### src/rtl/parity_stream_unit_if.sv
// Word stream bundle for parity_stream_unit: upstream valid/ready and downstream
// registered output, including parity, error flag and frame LRC.
interface parity_stream_unit_if #(
  parameter int unsigned WIDTH = 8
);
  logic             in_valid;
  logic             in_ready;
  logic [WIDTH-1:0] in_data;
  logic             in_par;
  logic             in_last;
  logic             out_valid;
  logic             out_ready;
  logic [WIDTH-1:0] out_data;
  logic             out_par;
  logic             out_err;
  logic             out_last;
  logic [WIDTH-1:0] out_lrc;

  modport master (
    output in_valid, in_data, in_par, in_last, out_ready,
    input  in_ready, out_valid, out_data, out_par, out_err, out_last, out_lrc
  );

  modport slave (
    input  in_valid, in_data, in_par, in_last, out_ready,
    output in_ready, out_valid, out_data, out_par, out_err, out_last, out_lrc
  );
endinterface

### src/rtl/parity_stream_unit.sv
// Streaming parity generator/checker with per-frame column parity (LRC) and
// sticky/saturating error statistics; one registered output stage.
module parity_stream_unit #(
  parameter int unsigned WIDTH = 8,
  parameter int unsigned CNT_W = 8
) (
  input  logic                  clk,
  input  logic                  rst,
  input  logic                  even_odd,
  input  logic                  check_en,
  input  logic                  clr_err,
  parity_stream_unit_if.slave   bus,
  output logic                  err_sticky,
  output logic [CNT_W-1:0]      err_count
);

  logic             accept;
  logic             par_calc;
  logic             mismatch;
  logic [WIDTH-1:0] acc;
  logic [WIDTH-1:0] lrc_next;

  assign bus.in_ready = ~bus.out_valid | bus.out_ready;
  assign accept       = bus.in_valid & bus.in_ready;

  always_comb begin
    par_calc = even_odd ? (^bus.in_data) : (~^bus.in_data);
    mismatch = accept & check_en & (par_calc != bus.in_par);
    lrc_next = acc ^ bus.in_data;
  end

  always_ff @(posedge clk) begin
    if (rst) begin
      bus.out_valid <= 1'b0;
      bus.out_data  <= '0;
      bus.out_par   <= 1'b0;
      bus.out_err   <= 1'b0;
      bus.out_last  <= 1'b0;
      bus.out_lrc   <= '0;
      acc           <= '0;
    end else if (accept) begin
      bus.out_valid <= 1'b1;
      bus.out_data  <= bus.in_data;
      bus.out_last  <= bus.in_last;
      bus.out_par   <= check_en ? bus.in_par : par_calc;
      bus.out_err   <= check_en & (par_calc != bus.in_par);
      bus.out_lrc   <= lrc_next;
      acc           <= bus.in_last ? '0 : lrc_next;
    end else if (bus.out_ready) begin
      bus.out_valid <= 1'b0;
    end
  end

  // A mismatch accepted alongside clr_err survives the clear as a fresh count of 1.
  always_ff @(posedge clk) begin
    if (rst) begin
      err_sticky <= 1'b0;
      err_count  <= '0;
    end else if (clr_err) begin
      err_sticky <= mismatch;
      err_count  <= mismatch ? CNT_W'(1) : '0;
    end else if (mismatch) begin
      err_sticky <= 1'b1;
      if (err_count != '1) err_count <= err_count + CNT_W'(1);
    end
  end

endmodule

### src/flat_wrapper.sv
// flat-port wrapper written by rule: the top's interface ports become plain ports
module parity_stream_unit_flat 
#(
  parameter int unsigned WIDTH = 8,
  parameter int unsigned CNT_W = 8
)
  (clk, rst, even_odd, check_en, clr_err, err_sticky, err_count, bus_in_valid, bus_in_data, bus_in_par, bus_in_last, bus_out_ready, bus_in_ready, bus_out_valid, bus_out_data, bus_out_par, bus_out_err, bus_out_last, bus_out_lrc);
  parity_stream_unit_if #(.WIDTH(WIDTH)) bus_i ();
  input  logic clk;
  input  logic rst;
  input  logic even_odd;
  input  logic check_en;
  input  logic clr_err;
  output logic err_sticky;
  output logic [CNT_W-1:0] err_count;
  input wire logic [$bits(bus_i.in_valid)-1:0] bus_in_valid;
  input wire logic [$bits(bus_i.in_data)-1:0] bus_in_data;
  input wire logic [$bits(bus_i.in_par)-1:0] bus_in_par;
  input wire logic [$bits(bus_i.in_last)-1:0] bus_in_last;
  input wire logic [$bits(bus_i.out_ready)-1:0] bus_out_ready;
  output wire logic [$bits(bus_i.in_ready)-1:0] bus_in_ready;
  output wire logic [$bits(bus_i.out_valid)-1:0] bus_out_valid;
  output wire logic [$bits(bus_i.out_data)-1:0] bus_out_data;
  output wire logic [$bits(bus_i.out_par)-1:0] bus_out_par;
  output wire logic [$bits(bus_i.out_err)-1:0] bus_out_err;
  output wire logic [$bits(bus_i.out_last)-1:0] bus_out_last;
  output wire logic [$bits(bus_i.out_lrc)-1:0] bus_out_lrc;
  assign bus_i.in_valid = bus_in_valid;
  assign bus_i.in_data = bus_in_data;
  assign bus_i.in_par = bus_in_par;
  assign bus_i.in_last = bus_in_last;
  assign bus_i.out_ready = bus_out_ready;
  assign bus_in_ready = bus_i.in_ready;
  assign bus_out_valid = bus_i.out_valid;
  assign bus_out_data = bus_i.out_data;
  assign bus_out_par = bus_i.out_par;
  assign bus_out_err = bus_i.out_err;
  assign bus_out_last = bus_i.out_last;
  assign bus_out_lrc = bus_i.out_lrc;
  parity_stream_unit #(.WIDTH(WIDTH), .CNT_W(CNT_W)) u_core (.clk(clk), .rst(rst), .even_odd(even_odd), .check_en(check_en), .clr_err(clr_err), .bus(bus_i), .err_sticky(err_sticky), .err_count(err_count));
endmodule
### config.mk
export PLATFORM = sky130hd
export DESIGN_NAME = parity_stream_unit_flat
export DESIGN_NICKNAME = d
export VERILOG_FILES = /design/src/rtl/parity_stream_unit_if.sv /design/src/rtl/parity_stream_unit.sv /design/src/flat_wrapper.sv
export SDC_FILE = /design/constraint.sdc
export NUM_CORES = 1
export LEC_CHECK = 0
export ABC_CLOCK_PERIOD_IN_PS = 3800
export BUFFER_PORTS_ARGS = -buffer_cell sky130_fd_sc_hd__buf_2
export CELL_PAD_IN_SITES_DETAIL_PLACEMENT = 0
export CELL_PAD_IN_SITES_GLOBAL_PLACEMENT = 1
export CORE_AREA = 2 2 57 86
export CTS_CLUSTER_DIAMETER = 60
export DETAILED_ROUTE_END_ITERATION = 8
export DIE_AREA = 0 0 59 88
export GPL_TIMING_DRIVEN = 0
export MAX_ROUTING_LAYER = met4
export PLACE_DENSITY = 0.84
export SETUP_SLACK_MARGIN = 0.5
export SYNTH_ARGS = -nofsm -noshare
export SYNTH_HDL_FRONTEND = slang
export SYNTH_SLANG_ARGS = --single-unit
export TNS_END_PERCENT = 1
### constraint.sdc
create_clock -name clk -period 3.8 [get_ports clk]
set_clock_uncertainty 0.05 [all_clocks]
set_input_delay 0.76 -clock clk [delete_from_list [all_inputs] [get_ports clk]]
set_output_delay 0.76 -clock clk [all_outputs]
set_load 0.02 [all_outputs]
After elaboration in Yosys (flattened, before gate mapping)
Index checks and enable logic that the tools add are counted.
- register bits: 37
- logic and storage cells: 36
- $add $sub $neg: 1
- eq/ne operators: 2
- mux-type cells: 11
- bitwise operators: 7
- reduce and logical (&&, ||, !) cells: 6
- operators with widths (kind ; number):
    8-bit 2-to-1 mux ; 4
    8-bit by 1-bit adder with 8-bit output, second input constant ; 1
    8-bit inequality test, second input constant ; 1
    8-bit XNOR reduction ; 1
    8-bit XOR reduction ; 1
    8-bit XOR ; 1
    1-bit 2-to-1 mux ; 7
    2-bit nonzero test ; 3
    1-bit bitwise AND ; 4
    2-bit AND reduction ; 1
    1-bit inequality test ; 1
    1-bit NOT ; 1
    1-bit OR ; 1

Longest topological paths before layout
Gate-level depths: netlist (run 1).
- depth after elaboration: 7
- depth in mapped cells: 7

Worst setup path before layout (run 1)
Ideal clock, no wire load.
- path kind: input -> register
- start point: input port bus_out_ready
- end point: register u_core.err_count[7]
- data arrival time: 2.373 ns
- setup slack: 1.307 ns
- stages: 6
- path buffers: 1
- cell sequence: nand2b_1 -> clkbuf_1 -> nand2_1 -> or3_1 -> or4_1 -> a21oi_1
- cells in the longest elaborated chain, start to end: 6
- ends and longest elaborated chain (item ; RTL line ; text):
    from (decl) ; flat_wrapper.sv:20 ; input wire logic [$bits(bus_i.out_ready)-1:0] bus_out_ready;
    1-bit OR ; parity_stream_unit.sv:23 ; assign bus.in_ready = ~bus.out_valid | bus.out_ready;
    net bus_in_ready ; flat_wrapper.sv:21 ; output wire logic [$bits(bus_i.in_ready)-1:0] bus_in_ready;
    1-bit bitwise AND ; parity_stream_unit.sv:24 ; assign accept = bus.in_valid & bus.in_ready;
    1-bit bitwise AND (2 in series) ; parity_stream_unit.sv:28 ; mismatch = accept & check_en & (par_calc != bus.in_par);
    2-bit nonzero test (no line) ; n/a ;
    2-bit AND reduction (no line) ; n/a ;
    to (signal assigned) ; parity_stream_unit.sv:61 ; err_count <= mismatch ? CNT_W'(1) : '0;
    to (signal assigned) ; parity_stream_unit.sv:64 ; if (err_count != '1) err_count <= err_count + CNT_W'(1);
    to (decl) ; parity_stream_unit.sv:14 ; output logic [CNT_W-1:0] err_count
The timed path passes the listed nets, and every way through them passes these cells.
A chain may end at the register's enable or synchronous reset.

Final worst setup path (run 1)
- start point: input port bus_in_valid
- end point: register u_core.err_count[4]
- cells in the longest elaborated chain, start to end: 5
- ends and longest elaborated chain (item ; RTL line ; text):
    from (decl) ; flat_wrapper.sv:16 ; input wire logic [$bits(bus_i.in_valid)-1:0] bus_in_valid;
    1-bit bitwise AND ; parity_stream_unit.sv:24 ;
    1-bit bitwise AND (2 in series) ; parity_stream_unit.sv:28 ;
    2-bit nonzero test (no line) ; n/a ;
    2-bit AND reduction (no line) ; n/a ;
No other way between the ends.

==> run summary, run 1 <==
The horizontal extent of the die is 59 um. For the initial antenna violation count, the log shows 0. The post-DP HPWL was 3172 um. The worst-case IR drop observed on VDD is 0.1939 mV.

The H-tree generated during clock tree synthesis spans 2 levels. The average routed wire per standard cell is 13.98 um, and the number of design-rule violations left by the first detailed-router iteration is 62. Among all flip-flop cells after synthesis, the most frequent one is dfxtp_1.

The max-slew violation count came out at 0. The wire length of the first global-routing pass came out at 6913 um. In this run the core area contains 30 standard-cell rows.

For this run, global-route usage on met1 was measured as 19.89%. dfxtp_1 is the most common cell in the netlist. For this block, the routed nets add up to 4264 um of wire.

Entering global routing, the biggest net connects 11 pins. The clock period could shrink to 2503 ps. Clock latency on the worst-skew pair, taken at its later pin, is 290 ps. Of the available clock period, the critical path in the final layout requires 65.87%.

Summing the sequential cell areas from Yosys gives 43.05% of the chip area. The total area inside the core boundary comes to 4429 um^2. The placed instance count is 297, and the height of the die is 88 um. Synthesis inferred 37 register bits. The number of nets in the finished design was 274. The tree is rooted in a clkbuf_8.

Summed over all instances, the cell type with the most area after synthesis is dfxtp_1. Across the run, the number of max-cap violations was 0. The signed area change from the synthesized netlist to the final layout works out to 20.95%. Ranked by total cell area, the synthesized netlist is headed by dfxtp_1 (43%), a21oi_1 (10%), nand2b_1 (5.8%), nand2_1 (5.7%), nor2_1 (3.7%). The mapped netlist covers 1720 um^2. Setup repair after global routing left no endpoint under its margin. The repair_antennas step left the layout with diodes totalling 0.

Across the whole layout, storage elements account for 740.7 um^2. The synthesized design contains 0 enable-type register cells. In the routed design, unresolved DRC markers number 0. The leakage power is 0.0008543 uW, and the overall global routing resource usage is 18.05%. The run finished with clean final reports. Worst min-delay path category: flop to flop. The number of nets with antenna violations after routing is 0, and the clock transition time at the flip-flop clock pins of the worst setup and hold paths is 70 ps. The pin slew with the least headroom to its limit came out at 546.9 ps.

The filler cells instantiated in the layout total 483. The top cell type's share of synthesized area works out to 43.05%. The first detailed-routing pass ran for 4 iterations.

The critical path startpoint category was an input port. Data arrives at the worst endpoint at 2670 ps. Global routing finished with a remaining overflow of 0. The classification of the worst setup path is input port to flop. The average vias per placed instance came out at 5.282. After technology mapping, the gate count stands at 205. In the final layout, the multi-input gates occupy 915.9 um^2. In this run the tightest slew margin relative to its limit is 63.54%.

The maximum clock path buffer count came out at 2. The run gives 305 as the number of cells in the finished layout apart from fillers. For this run, the number of Yosys warnings is 0. After routing, the total negative slack on setup checks comes to 0 ps. The global routing stage identified its most utilized layer as met2.

TritonCTS built the clock tree. The tools report the required time of the worst setup path as 3970 ps. The final RePlAce weighted congestion is 0.8451, and the synthesized netlist net count is 223.

A synthesized cell averages 8.392 um^2. For this design the ratio of total power to cell area is 421.9 nW/um^2. Buffers added to address setup during post-CTS repair amount to 0. The number of global-route vias before repair is 1496.

Number of I/O port buffers: 44. Hold repair after CTS inserted 0 buffers. The ratio of cells with drive above 1 in the final layout was 20.23%; the clock sink total was 37. Nature of the critical path endpoint: a flop.

The distinct cell type count of the synthesized netlist was 35; the async set-reset flop share out of synthesis was 0%. The number of clock buffers inserted by TritonCTS was 5. For the met2 track demand over resource, the log shows 31.41%. The die outline area is 5192 um^2, and the number of resized instances in the post-cts repair step is 0. Overall power consumption after layout is estimated at 877.8 uW. The initial utilization of the core area, before any placement, comes to 38.84%. Setup violations remaining at the end of the flow were counted as 0. The routed layout has 1611 vias. Along the worst path, the maximum fanout reaches 10. For this run, global-route usage on met3 was measured as 3.545%. Derived from the worst setup path, the maximum achievable clock frequency is 399.5 MHz.

In the synthesized netlist, the cells that appear most often are dfxtp_1 (37), a21oi_1 (35), nand2_1 (26). The number of I/O pins is 47, and the count of final hold-check violations is 0.
worst max-delay path: stages:
cell and delay (ps):
clkbuf_1 360, and2_1 190, clkbuf_1 400, nand3b_1 280, or4_1 520, a21oi_1 150
sequential cells by signal, summed over array words and instances (netlist names):
name and cells:
u_core.bus.out_valid 1, u_core.err_count 8, u_core.bus.out_err 1, u_core.acc 8
u_core.bus.out_par 1, u_core.bus.out_lrc 8, u_core.err_sticky 1, u_core.bus.out_last 1
u_core.bus.out_data 8
routing by layer:
| layer | part of all wire, % | vias to the layer above |
|---|---|---|
| met5 | 0 | - |
| met4 | 2.2 | 0 |
| met3 | 4.3 | 7 |
| met2 | 52 | 44 |
| met1 | 41 | 733 |
| li1 | - | 827 |
cells in the final DEF (no fill, tap or decap), types with 2 or more instances in the layout:
cell type  instances
a21oi_1           35
a311oi_1           7
buf_2             44
clkbuf_1          14
clkbuf_8           5
dfxtp_1           37
inv_1              2
nand2_1           26
nand2b_1          16
nand3_1            4
nand3b_1           2
nand4_1            2
nand4b_1           7
nor2_1            17
o21ai_0            4
o31ai_1            3
or3_1              4
or4_1              3
xnor2_1            6
xor2_1             2
kinds of logic after synthesis:
logic type | count (synthesis) | synth area share, %
buf+inv | 15 | 3.709
flops | 37 | 43.05
simple gates | 88 | 27.13
xor+xnor | 10 | 6.764
fa+ha+maj | 1 | 0.7272
compound gates | 53 | 18.04
mux | 1 | 0.5818
path summary, 6_finish.rpt:
| check | startpoint | end | slack, ps | depth (start not counted) |
|---|---|---|---|---|
| worst max-delay path | bus_in_valid | u_core.err_count[4] | 1300 | 6 |
| worst min-delay path | u_core.bus.out_last | u_core.bus.out_last | 400 | 2 |
| worst max register to register | u_core.bus.out_valid | u_core.err_count[5] | 1700 | 6 |
| worst min register to register | u_core.bus.out_last | u_core.bus.out_last | 400 | 2 |
cell type report:
cell class / count / area share, %
Clock buffer: 8 / 3.848
Tap cell: 48 / 2.886
Multi-Input combinational cell: 153 / 44.02
Buffer: 13 / 2.706
Sequential cell: 37 / 35.60
Timing Repair Buffer: 44 / 10.58
Inverter: 2 / 0.3608
stage by stage:
stage / hold WS (ps) / instance area, um^2 / utilization (%) / setup slack [ps]
after detailed placement: 397.2 / 2001 / 45.17 / 975.2
final: 404.0 / 2081 / 46.98 / 1297
after CTS: 407.5 / 2081 / 46.98 / 1270
after global placement: 393.7 / 2001 / 45.17 / 985.1
after floorplan: 415.7 / 1720 / - / 1307
after global routing: 420.5 / 2081 / 46.98 / 1101
power by group:
group	leakage (uW)	total, uW	switching [uW]	internal (uW)
Sequential	0.000303	422	12.6	410
Clock	0.0000395	262	132	130
Combinational	0.000512	194	118	76.1
Total	0.000854	878	262	616
Note: power is estimated with default switching activity, not from simulation.
==> inputs of run 2 (changes only) <==
--- a/config.mk
+++ b/config.mk
@@ -5,17 +5,17 @@
 export SDC_FILE = /design/constraint.sdc
 export NUM_CORES = 1
 export LEC_CHECK = 0
-export ABC_CLOCK_PERIOD_IN_PS = 3800
+export ABC_CLOCK_PERIOD_IN_PS = 2400
 export BUFFER_PORTS_ARGS = -buffer_cell sky130_fd_sc_hd__buf_2
 export CELL_PAD_IN_SITES_DETAIL_PLACEMENT = 0
 export CELL_PAD_IN_SITES_GLOBAL_PLACEMENT = 1
-export CORE_AREA = 2 2 57 86
+export CORE_AREA = 2 2 59 89
 export CTS_CLUSTER_DIAMETER = 60
 export DETAILED_ROUTE_END_ITERATION = 8
-export DIE_AREA = 0 0 59 88
+export DIE_AREA = 0 0 61 91
 export GPL_TIMING_DRIVEN = 0
 export MAX_ROUTING_LAYER = met4
-export PLACE_DENSITY = 0.84
+export PLACE_DENSITY = 0.8
 export SETUP_SLACK_MARGIN = 0.5
 export SYNTH_ARGS = -nofsm -noshare
 export SYNTH_HDL_FRONTEND = slang
==> constraint.sdc (replaced) <==
create_clock -name clk -period 2.4 [get_ports clk]
set_clock_uncertainty 0.05 [all_clocks]
set_input_delay 0.48 -clock clk [delete_from_list [all_inputs] [get_ports clk]]
set_output_delay 0.48 -clock clk [all_outputs]
set_load 0.02 [all_outputs]
==> run summary, run 2 (same netlist as run 1, synthesis figures left out) <==
Dividing total power by cell area gives a power density of 648.3 nW/um^2. In this run the worst hold path is classified as flop to flop. STA classifies the critical path startpoint as an input port. Final cycle utilization of the critical path: 82.41%. The worst hold slack came out at 404.3 ps. Nature of the critical path endpoint: a flop. The average vias per placed instance is 5.025, and the maximum fanout encountered on the critical timing path is 10. The area growth from synthesis to layout is 27.27%. The worst ir drop on vdd is 0.3970 mV, and the die outline area is 5551 um^2.

The logs give 0 for the count of final hold-check violations and 3216 um for the post-DP HPWL. Dividing the detail-routed wire length by the instance count gives 13.85 um. For this run, the detailed router's first-pass iteration total came to 4. The effective utilization at floorplan is 36.06%, and the leakage power is 0.0008929 uW. Derived from the worst setup path, the maximum achievable clock frequency is 505.6 MHz. For the met2 track demand over resource, the log shows 29.30%. Port buffering added 44 buffers. For this run, global-route usage on met1 was measured as 20.86%. The flow ran to the end, and the final reports show no timing, DRC or antenna violations. For the clock sink total, the log shows 37.

The worst pin sits at a relative slew slack of 60.50%. Summed over all layers, the global routing overflow is 0. At the end of routability-driven placement, the weighted congestion stood at 0.7966. The tools report the maximum number of pins on one net before global-route repair as 11. In the global route stage, met3 resource usage came out at 4.274%. In this run the core area contains 31 standard-cell rows. Overall power consumption after layout is estimated at 1419 uW.

Max-capacitance violation count: 0. The maximum clock path buffer count is 2. The pin slew with the least headroom to its limit is 592.6 ps, and the final standard cell area without fillers is 2190 um^2. The run gives 47 as the number of I/O pins. Setup violations remaining at the end of the flow were counted as 0. The logs give 1481 for the number of global-route vias before repair and 2 for the deepest level of the CTS H-tree. The clock transition time at the flip-flop clock pins of the worst setup and hold paths came out at 70 ps. The ratio of cells with drive above 1 in the final layout is 26.74%. After the first detailed-routing iteration, the DRC count stood at 86.

The final critical path time including I/O delays and setup works out to 1978 ps. The core area was 4771 um^2; the number of clock buffers inserted by TritonCTS was 5. The height of the die is 91 um, and the max-slew violation count is 0.

The hold buffer count at CTS is 0. The tools report the initial antenna violation count as 0. Once detail routing completed, the nets flagged for antenna violations numbered 0. In this run the cell area measured after placement is 2049 um^2.

In the layout the commonest cells are buf_2 (42), dfxtp_1 (37), a21oi_1 (33). STA puts the critical path data arrival time at 2150 ps. The run gives 277 as the number of nets in the finished design. Detailed routing inserted a total of 1628 vias.

The run gives 2570 ps as the required time of the worst setup path. The library cell used most frequently in the layout, excluding fill and tap cells, is buf_2. 0 antenna diodes ended up in the layout.

Setup repair after global routing could not meet its margin everywhere. The final layout contains routed wiring with a total length of 4488 um. TritonCTS built the clock tree.

The tree is rooted in a clkbuf_8. The worst setup path is of the input port to flop kind. The overall global routing resource usage was 17.64%.

For this run, design rule violations remaining after detail routing come to 0. The clock reaches the later pin of the worst-skew pair after 290 ps. The horizontal extent of the die was 61 um; the wire length of the first global-routing pass was 7169 um.

Setup total negative slack on the finished layout was measured at 0 ps. In this run the most used layer during global routing was met2.
==> run 2: worst paths after layout <==
path | start | cells after the start | endpoint | slack, ps
hold reg to reg | u_core.bus.out_data[3] | 2 | u_core.bus.out_data[3] | 400
setup / recovery | bus_in_data[1] | 7 | u_core.err_count[7] | 420
hold / removal | u_core.bus.out_data[3] | 2 | u_core.bus.out_data[3] | 400
setup reg to reg | u_core.err_count[0] | 6 | u_core.err_count[7] | 490
==> run 2: routing by layer <==
layer / share of wire [%] / wire length, um
met1: 43 / 1918
met2: 52 / 2344
met3: 3.6 / 163
met4: 1.4 / 61
met5: 0 / 0
==> run 2: through the flow <==
stage,utilization [%],instances,worst slack (ps)
floorplan,-,205,356.0
global route,45.90,324,358.8
detailed placement,42.96,315,51.55
finish,45.90,324,422.1
global placement,42.96,315,51.48
CTS,44.56,321,421.1
==> run 2: power by group <==
part	total (uW)	internal [uW]	switching, uW
Clock	404	191	213
Sequential	668	649	19.7
Combinational	347	147	200
==> run 2: final cells by class <==
class	count	area (um^2)
Buffer	13	62.56
Clock buffer	5	68.82
Clock inverter	1	5.005
Fill cell	523	2581
Inverter	2	7.507
Multi-Input combinational cell	153	974.7
Sequential cell	37	740.7
Tap cell	66	82.58
Timing Repair Buffer	47	247.7
==> run 2: worst max-delay path, cell delays in order <==
cell	delay, ps
clkbuf_4	140
xnor3_2	480
xnor2_4	170
xor2_2	200
buf_6	150
or4_1	400
a21oi_1	120
==> run 2: what timing repair did <==
item / 4_1_cts / 5_1_grt
buffers inserted: 0 / 3
pin swaps: 2 / 3
gates cloned: 0 / 0
gates resized for setup: 2 / 9
endpoints found under the setup margin: 9 / 9
==> inputs of run 3 (changes only) <==
--- a/config.mk
+++ b/config.mk
@@ -5,7 +5,7 @@
 export SDC_FILE = /design/constraint.sdc
 export NUM_CORES = 1
 export LEC_CHECK = 0
-export ABC_CLOCK_PERIOD_IN_PS = 2400
+export ABC_CLOCK_PERIOD_IN_PS = 1850
 export BUFFER_PORTS_ARGS = -buffer_cell sky130_fd_sc_hd__buf_2
 export CELL_PAD_IN_SITES_DETAIL_PLACEMENT = 0
 export CELL_PAD_IN_SITES_GLOBAL_PLACEMENT = 1
==> constraint.sdc (replaced) <==
create_clock -name clk -period 1.85 [get_ports clk]
set_clock_uncertainty 0.05 [all_clocks]
set_input_delay 0.37 -clock clk [delete_from_list [all_inputs] [get_ports clk]]
set_output_delay 0.37 -clock clk [all_outputs]
set_load 0.02 [all_outputs]
==> run summary, run 3 (same netlist as run 1, synthesis figures left out) <==
The flow ran to the end, and the final reports show no timing, DRC or antenna violations. Count of final hold-check violations: 0. The tools report the worst reg2reg path endpoint as u_core.err_count[7]. The run gives 0 as the max-slew violation count. Along the worst hold path, the cell count comes to 3. The root buffer cell chosen for the clock tree is clkbuf_8. STA puts the critical path data arrival time at 2010 ps. For this design the static power due to leakage is 0.0009500 uW. Setup slack on the worst reg-to-reg path comes out at 40 ps. Counting tap cells, the placed design contains a total of 315 instances. The top achievable clock speed was 543.6 MHz.

The worst setup path is captured at a flop. The final-report setup violation count is 0. The clock passes through at most 2 buffers. Setup total negative slack on the finished layout was measured at 0 ps.

The number of buffers and inverters on the critical path is 2. Across all layers, the routed design uses 1623 vias. The tools report the number of global-route vias before repair as 1516. The worst-skew pair later-pin latency was 280 ps; the horizontal extent of the die was 61 um.

The number of I/O port buffers works out to 44. In the layout the commonest cells are buf_2 (41), dfxtp_1 (34), a21oi_1 (33). The tool flagged a number of max-cap violations equal to 0. Fill cells in the final layout number 507.

Setup repair after global routing could not meet its margin everywhere. The path depth of the worst reg2reg path was 6; the average routed wire per standard cell was 13.80 um. Walking the worst path, the cells encountered are buf_4 -> xnor3_2 -> xnor2_4 -> xor2_2 -> buf_6 -> or4_1 -> a21oi_1.

The pin slew with the least headroom to its limit is 591.8 ps, and the effective utilization at floorplan is 36.06%. The average vias per placed instance works out to 5.040. Power spread over the standard cell area amounts to 810.0 nW/um^2.

In this run the remaining antenna-violating nets after routing total 0. In this run the worst setup path begins at bus_in_data[1]. Global routing finished with a remaining overflow of 0.

The initial antenna violation count was 0; the signed area change from the synthesized netlist to the final layout was 32.22%. The worst slew margin relative to its limit was 60.55%; the register area was 744.5 um^2. In this run the most critical hold path is launched from bus_in_data[5]. The antenna diode instance count came out at 0.

The run gives 4771 um^2 as the core area. Maximum fanout encountered on the critical timing path: 10. The launch instance of the worst register-to-register path was u_core.err_count[0]. The commonest non-fill, non-tap cell in the layout is buf_2. For the final RePlAce weighted congestion, the log shows 0.7966. In this run, CTS created clock tree buffers numbering 5. For the total length of routed wires, the log shows 4442 um. The clock period could shrink to 1840 ps. The die outline area is 5551 um^2, and the maximum number of pins on one net before global-route repair is 11. The ratio of cells with drive above 1 in the final layout was 30.86%. By startpoint and endpoint, the worst setup path is classified as input port to flop. The largest single stage delay on the critical path is 480 ps.

The overall global routing resource usage came out at 17.92%. The highest-delay cell along the critical path is xnor3_2. The tools report the end point of the worst hold path as u_core.bus.out_data[5]. For this design the top-level I/O count stands at 47. The number of design-rule violations left by the first detailed-router iteration was 83; the number of nets in the finished design was 275. The post-DP HPWL was 3216 um; the number of cells in the finished layout apart from fillers was 322. The run gives 0.5012 mV as the worst ir drop on vdd. The clock transition time at the flip-flop clock pins of the worst setup and hold paths is 70 ps, and the hold buffer count at CTS is 0. CTS saw 37 sinks.

For this run, design rule violations remaining after detail routing come to 0. For the required time of the worst setup path, the log shows 2020 ps. The logs give 7341 um for the wire length of the first global-routing pass and 47.68% for the share of the core filled with cells.

The H-tree was split into 2 levels. Worst min-delay path category: input port to flop. The tools report the multi-input logic area as 1026 um^2. The row count is 31. The height of the die was 91 um.

Dividing the final minimum period by the clock period gives 99.44%. TritonCTS built the clock tree. The first-pass iteration count of the detailed router was 4. The cell family contributing the most delay on the critical path is XOR/XNOR gates. The tools report the critical path startpoint category as an input port.
## run 3: final cells by class
| class | count | share of cell area [%] |
|---|---|---|
| Buffer | 13 | 4.015 |
| Inverter | 2 | 0.3300 |
| Tap cell | 66 | 3.630 |
| Clock buffer | 5 | 3.025 |
| Timing Repair Buffer | 45 | 10.95 |
| Sequential cell | 37 | 32.73 |
| Clock inverter | 1 | 0.2200 |
| Multi-Input combinational cell | 153 | 45.10 |
## run 3: repair_timing
item	4_1_cts	5_1_grt
buffers inserted	0	1
endpoints found under the setup margin	37	37
pin swaps	6	5
resized for setup	27	16
## run 3: per-layer routing
layer	share of wire [%]	up-vias	track usage (%)	wire length, um
met1	42	759	21.13	1860
met5	0	-	-	0
li1	-	824	-	-
met2	53	35	29.75	2365
met4	1.4	0	4.891	61
met3	3.5	5	4.274	155
## run 3: how the worst max path moves through the flow
stage	endpoint	cells past startpoint
2_1_floorplan	u_core.err_count[7]	6
3_3_place_gp	u_core.err_count[4]	6
3_5_place_dp	u_core.err_count[4]	6
4_1_cts	u_core.err_count[4]	6
5_1_grt	u_core.err_count[7]	7
6_report	u_core.err_count[7]	7
## run 3: worst register-to-register path: stages (launching register included)
cell and delay [ps]:
dfxtp_1 360, ha_4 200, nand2_4 90, nor4b_4 50, or3_4 400, or4_1 480
a21oi_1 120
## run 3: report_power, final
| part | switching [uW] | internal (uW) | total, uW |
|---|---|---|---|
| registers | 27.0 | 842 | 869 |
| logic | 257 | 192 | 449 |
| clock network | 277 | 248 | 525 |
| total | 561 | 1280 | 1840 |
## run 3: stage by stage
| stage | instance area, um^2 | setup WS (ps) | total power (uW) | hold slack, ps |
|---|---|---|---|---|
| 2_1_floorplan | 1747 | -84.01 | 1176 | 415.7 |
| 4_1_cts | 2212 | -16.97 | 1846 | 278.7 |
| 5_1_grt | 2275 | -48.69 | 1955 | 273.9 |
| 3_3_place_gp | 2049 | -388.5 | 1297 | 394.7 |
| 3_5_place_dp | 2049 | -388.5 | 1300 | 393.9 |
| 6_report | 2275 | 10.40 | 1842 | 285.8 |
